**src/rtl/ifu.sv**
```systemverilog
// Instruction fetch unit: owns the PC, addresses the synchronous instruction ROM
// and pairs each returned word with its PC and a valid flag.
// Latency: 1 cycle from Addr to instr; 1 instr/cycle; redirect target shows next cycle.
// Backpressure: stall holds instr/instr_pc/instr_valid by re-reading the held word.
//
// Ports:
//   clk, rst          - rising-edge clock (shared with ROM), async active-high reset
//   stall             - decode not accepting; hold current output instruction
//   redirect          - load redirect_pc as next fetch target (wins over stall)
//   redirect_pc       - target byte address, bits [1:0] ignored
//   Addr              - ROM word address, sampled by the ROM on posedge clk
//   IR                - ROM read data, valid the cycle after Addr was sampled
//   instr, instr_pc   - fetched instruction (0 when not valid) and its byte PC
//   instr_valid       - instr/instr_pc hold a real fetch
//   fetch_cnt         - count of accepted instructions, wraps modulo 2^32
module ifu #(
  parameter logic [31:0] RESET_PC = 32'h0000_0000,
  parameter int          ADDR_W   = 10
) (
  input  logic              clk,
  input  logic              rst,
  input  logic              stall,
  input  logic              redirect,
  input  logic [31:0]       redirect_pc,
  output logic [ADDR_W-1:0] Addr,
  input  logic [31:0]       IR,
  output logic [31:0]       instr,
  output logic [31:0]       instr_pc,
  output logic              instr_valid,
  output logic [31:0]       fetch_cnt
);

  logic [31:0] r_fpc;   // next PC to fetch
  logic [31:0] r_ipc;   // PC of the word in flight / on the output
  logic        r_ival;
  logic [31:0] r_cnt;

  logic [31:0] w_tgt;
  logic        w_hold;
  logic        w_accept;
  logic        w_unused;

  assign w_tgt    = {redirect_pc[31:2], 2'b00};
  // Holding only makes sense once a real word is on the output; before that
  // a stall is ignored and fetch proceeds.
  assign w_hold   = stall & r_ival;
  // The word shown during a redirect cycle is the delay slot: it is consumed.
  assign w_accept = r_ival & (~stall | redirect);
  assign w_unused = ^redirect_pc[1:0];

  // The ROM latches regs[Addr] every edge with no enable, so what appears on
  // IR next cycle is steered purely here. Re-reading ipc keeps IR constant
  // through a stall.
  always_comb begin
    Addr = r_fpc[ADDR_W+1:2];
    if (rst) begin
      Addr = RESET_PC[ADDR_W+1:2];
    end else if (redirect) begin
      Addr = redirect_pc[ADDR_W+1:2];
    end else if (w_hold) begin
      Addr = r_ipc[ADDR_W+1:2];
    end
  end

  always_ff @(posedge clk or posedge rst) begin
    if (rst) begin
      r_fpc  <= RESET_PC;
      r_ipc  <= RESET_PC;
      r_ival <= 1'b0;
    end else if (redirect) begin
      r_ipc  <= w_tgt;
      r_fpc  <= w_tgt + 32'd4;
      r_ival <= 1'b1;
    end else if (!w_hold) begin
      r_ipc  <= r_fpc;
      r_fpc  <= r_fpc + 32'd4;
      r_ival <= 1'b1;
    end
  end

  always_ff @(posedge clk or posedge rst) begin
    if (rst) begin
      r_cnt <= 32'd0;
    end else if (w_accept) begin
      r_cnt <= r_cnt + 32'd1;
    end
  end

  assign instr       = r_ival ? IR : 32'd0;
  assign instr_pc    = r_ipc;
  assign instr_valid = r_ival;
  assign fetch_cnt   = r_cnt;

endmodule

```
**config.mk**
```make
export PLATFORM = sky130hd
export DESIGN_NAME = ifu
export DESIGN_NICKNAME = d
export VERILOG_FILES = /design/src/rtl/ifu.sv
export SDC_FILE = /design/constraint.sdc
export NUM_CORES = 1
export LEC_CHECK = 0
export BUFFER_PORTS_ARGS = -buffer_cell sky130_fd_sc_hd__clkbuf_2
export CORE_MARGIN = 2
export CORE_UTILIZATION = 45
export CTS_CLUSTER_SIZE = 30
export DETAILED_ROUTE_END_ITERATION = 7
export GPL_TIMING_DRIVEN = 0
export PLACE_DENSITY = 0.73
export SYNTH_ARGS = -nofsm -noshare
export SYNTH_HDL_FRONTEND = slang
export SYNTH_SLANG_ARGS = --single-unit
```
**constraint.sdc**
```tcl
create_clock -name clk -period 4.65 [get_ports clk]
set_input_delay 0.465 -clock clk [delete_from_list [all_inputs] [get_ports clk]]
set_output_delay 0.465 -clock clk [all_outputs]
set_load 0.05 [all_outputs]
```
== After elaboration in Yosys (flattened, before gate mapping) ==
Index checks and enable logic that the tools add are counted.

* Register bits after elaboration: 97
* Input port bits: 68

* Equal/unequal tests: 1
* Add/sub/neg operators: 3
* Bitwise logic cells: 4
* Multiplexer cells: 10

{| class="wikitable"
|+ Operators with widths
! operator !! count
|-
| 32-bit 2-to-1 mux || 5
|-
| 32-bit by 3-bit adder with 32-bit output, second input constant || 2
|-
| 32-bit by 1-bit adder with 32-bit output, second input constant || 1
|-
| 10-bit 2-to-1 mux || 3
|-
| 1-bit AND || 2
|-
| 1-bit 2-to-1 mux || 2
|-
| 2-bit inequality test, second input constant || 1
|-
| 1-bit inverter || 1
|-
| 1-bit OR || 1
|}

== Logic depth before layout (Yosys ltp) ==
* Depth after elaboration: 4
* Gate-level depth with buffers: 14

== Worst setup path after synthesis ==
No wires, ideal clock.

* Kind: input to output
* From: input rst
* To: output Addr[0]
* Data arrival time: 4.053 ns
* Path buffers: 1
* Setup slack: 0.132 ns
* Stages: 3
* Required time: 4.185 ns
* Path through: inv_1 > clkbuf_1 > and2_1

* Longest elaborated chain between the ends: 1

{| class="wikitable"
|+ RTL lines
! element !! RTL line !! text
|-
| from (decl) || 21 || <nowiki>input logic rst,</nowiki>
|-
| 10-bit 2-to-1 mux || 56 || <nowiki>if (rst) begin</nowiki>
|-
| to (decl) || 25 || <nowiki>output logic [ADDR_W-1:0] Addr,</nowiki>
|}

No other way between the ends.

== Worst setup path after layout ==
* From: input redirect
* To: register r_fpc[30]

* Longest elaborated chain between the ends: 1
* Elaborated cells on any way between the ends: 2

{| class="wikitable"
|+ RTL lines
! element !! RTL line !! text
|-
| from (decl) || 23 || <nowiki>input logic redirect,</nowiki>
|-
| 2-bit inequality test (no source line) / 32-bit 2-to-1 mux (equally long branches) || - ||
|-
| to (signal assigned) || 72 || <nowiki>r_fpc <= w_tgt + 32'd4;</nowiki>
|-
| to (signal assigned) || 76 || <nowiki>r_fpc <= r_fpc + 32'd4;</nowiki>
|-
| to (decl) || 33 || <nowiki>logic [31:0] r_fpc;</nowiki>
|}

Parallel ways exist; a longest one is shown, timed or not.
A chain may end at the register's enable or synchronous reset.

==> impl_metrics.py <==
metrics = {
    "cells_and_area": {
        "final_cell_area_um2": 7130,
        "drive_gt1_share_pct": 28.0,
        "area_growth_syn_to_layout_pct": 24.7,
        "n_antenna_cell": 0,
        "final_util_pct": 56.9,
        "final_nets": 861,
        "n_fill_cell": 1173,
    },
    "power_and_ir_drop": {
        "power_leakage_uw": 0.00335,
        "power_frac_comb_pct": 28.3,
        "p_seq_share_pct": 39.4,
        "cellPowerDensity_nw_per_um2": 356,
        "vdd_drop_max_mv": 0.201,
        "p_int_uw": 1600,
        "power_switching_uw": 931,
        "switching_share_pct": 36.7,
        "p_clk_share_pct": 32.3,
    },
    "floorplan": {
        "initial_core_util_pct": 45.7,
        "dieArea_um2": 13600,
        "core_area_um2": 12500,
        "die_w_um": 117,
        "fp-row-count": 41,
        "die_y_um": 117,
        "io_pins": 175,
    },
    "place": {
        "dp_slack_ns": 0.805,
        "place_congestion": 0.890,
        "dpl.hpwl_mm": 11.8,
        "portBuffers": 167,
        "placed_cell_area_um2": 6800,
    },
    "worst_setup_path": {
        "cp-end-kind": "flop",
        "startpoint_type": "input pin",
        "r2r_cells": 9,
        "crit_path_max_fanout": 10,
        "reg2reg_from": "r_fpc[3]",
        "cp_data_arrival_time_ns": 3.77,
        "slowest_delay_ns": 0.44,
        "crit_required_ns": 4.87,
        "r2r_setup_slack_ns": 2.12,
        "path_class": "in -> reg",
        "cp_slowest_cell": "nor4_1",
        "r2r-end": "r_fpc[30]",
        "worstPathCellList": "buf_6 -> buf_6 -> buf_2 -> buf_2 -> clkbuf_1 -> clkbuf_1 -> o21ai_0 -> ha_1 -> nand4_2 -> a22oi_4 -> nand4_4 -> nor4_1 -> xnor2_1 -> mux2i_1",
    },
    "routing": {
        "routed_via_density": 5.28,
        "drc": 0,
        "vias": 5115,
        "routed-wl-met2_mm": 7.39,
        "drtPass1Iterations": 5,
        "drt_wl_total_mm": 15.9,
        "routed.top_layer": "met4",
        "postRouteAntennaNets": 0,
        "wl_met3_mm": 1.08,
        "drtIter0Drc": 384,
        "wl_per_cell_um": 16.4,
        "wl_met1_mm": 7.20,
    },
    "logic_synthesis": {
        "ys_seq_elements": 93,
        "ys_seq_area_share_pct": 40.7,
        "async_reset_ff_share_pct": 100,
        "synth_cell_type_count": 49,
        "synthTopCellsByArea": "dfrtp_1 41%, xnor2_1 8.7%, mux2i_1 7.9%, nand2_1 5.5%, and2_1 5.1%",
        "yosysTopAreaCell": "dfrtp_1",
        "yosysWarnings": 0,
        "syn_area_um2": 5710,
        "synth_top_cell_area_share_pct": 40.7,
        "avgSynthCellArea_um2": 9.35,
        "synthCells": 611,
        "synthFlopType": "dfrtp_1",
        "synth_edf_count": 0,
    },
    "cts": {
        "cts.sinks": 93,
        "cts_buffers": 9,
        "ctsResizeCount": 0,
        "h-tree-depth": 3,
        "clk_latency_ns": 0.35,
        "postCtsSetupRepairBufs": 0,
        "cts_buffer_depth": 2,
        "clkTransAtPathRegs_ns": 0.07,
        "hold_buffers": 0,
        "root_buffer": "clkbuf_16",
        "cts_tree": "yes",
    },
    "timing": {
        "rsz0062_at_grt": "false",
        "finalCritPeriodShare_pct": 76.3,
        "finalHoldViolations": 0,
        "relSlewSlack_pct": 52.8,
        "fin_crit_ns": 3.55,
        "hold_ws_ns": 0.338,
        "maxSlewViolCount": 0,
        "fin_ws_ns": 1.10,
        "final-setup-viol-count": 0,
        "skew_ns": 0.00722,
        "worst_slew_pin_slew_ns": 0.708,
        "max_freq_mhz": 282,
        "tns_ns": 0,
    },
    "global_route": {
        "grt_pass1_vias": 4857,
        "antenna_found_initial": 0,
        "overflow": 0,
        "grt_usage_pct": 23.7,
        "grt_first_pass_wirelength_mm": 25.2,
        "grt_max_degree": 55,
    },
    "min_path": {
        "hp-class": "in -> async",
    },
    "outcome": {
        "outcome": "finished clean",
    },
    "flow_run": {
        "cap_violations": 0,
    },
}
-- through the flow --
step	instances	total power [µW]
after floorplan	612	1520
after global placement	951	1710
after detailed placement	952	1730
after CTS	968	2540
after global routing	968	2640
final	968	2540
-- layout by cell type, fill, tap and decap left out, types with 14 or more instances in the layout --
cell and instances:
and2_1 47, nand4_1 17, nor3_1 14, xor2_1 27, o21ai_0 48, nand3_1 32
xnor2_1 57, clkbuf_2 167, clkbuf_1 15, nor2_1 27, dfrtp_1 93, mux2i_1 45
nand2_1 83
-- Yosys cell counts (2+ instances only) --
cell type	n
ha_1	2
xor2_1	27
nand2_1	83
o21ai_0	48
a22oi_1	2
buf_6	2
nand2b_1	3
nand3b_1	6
and2_1	47
a22oi_4	2
nand3_1	32
nor3_1	14
and3_1	6
o21a_1	3
nor4_1	8
conb_1	2
buf_2	11
buf_4	3
dfrtp_1	93
nand4_2	3
a21oi_1	8
mux2i_1	45
inv_1	12
a22oi_2	3
nand4_1	17
clkbuf_1	15
nand3_2	3
nor2_1	27
nand4b_4	3
nand3b_4	2
mux2_2	2
nor3_2	2
o21ai_1	3
xnor2_1	57
-- cell type report --
type	instances	area, µm²	area share [%]
sequential	93	2330	32.7
clock buffer	12	256	3.60
tap	172	215	3.02
clock inverter	4	70.1	0.983
inverter	12	45.0	0.632
timing repair buffer	168	863	12.1
multi-input combinational	475	3190	44.7
buffer	32	164	2.30
-- registers in the layout, indices dropped and copies added, names as in the netlist --
name         count
fetch_cnt       32
instr_pc        30
instr_valid      1
r_fpc           30
-- cells by family after synthesis --
family | count (synthesis) | synth area share (%)
mux | 47 | 8.28
simple gates | 261 | 25.4
buf+inv | 44 | 3.59
fa+ha+maj | 2 | 0.438
flops | 93 | 40.7
other cells | 2 | 0.131
xor+xnor | 84 | 12.9
compound gates | 78 | 8.54
-- metal layers --
metal	global-route usage (%)	vias to the layer above
met3	4.15	19
li1	-	2464
met5	0	-
met1	33.5	2432
met2	37.2	200
met4	7.29	0
-- worst max-delay path, delay by kind of cell --
family	cells	cell delay, ns
AOI/OAI and AO/OA	2	0.53
buffers and inverters	6	1.32
adders and majority gates	1	0.33
and+or+nand+nor	3	0.85
muxes	1	0.09
xor gates and xnor gates	1	0.17
-- how the worst max path moves through the flow --
stage / from / slack [ns] / cells after the start / endpoint
global route: redirect / 0.84 / 14 / r_fpc[30]
floorplan: rst / 0.13 / 3 / Addr[0]
global placement: rst / -1.31 / 5 / Addr[1]
finish: redirect / 1.10 / 14 / r_fpc[30]
CTS: redirect / 1.15 / 14 / r_fpc[30]
detailed placement: redirect / 0.81 / 14 / r_fpc[30]
-- power by group through the flow --
stage	logic (µW)	clock network [µW]	registers, µW
after CTS	722	824	998
after global placement	703	0	1010
after global routing	774	854	1010
after floorplan	336	0	1180
final	717	819	999
after detailed placement	717	0	1010
(Power assumes the default switching activity.)
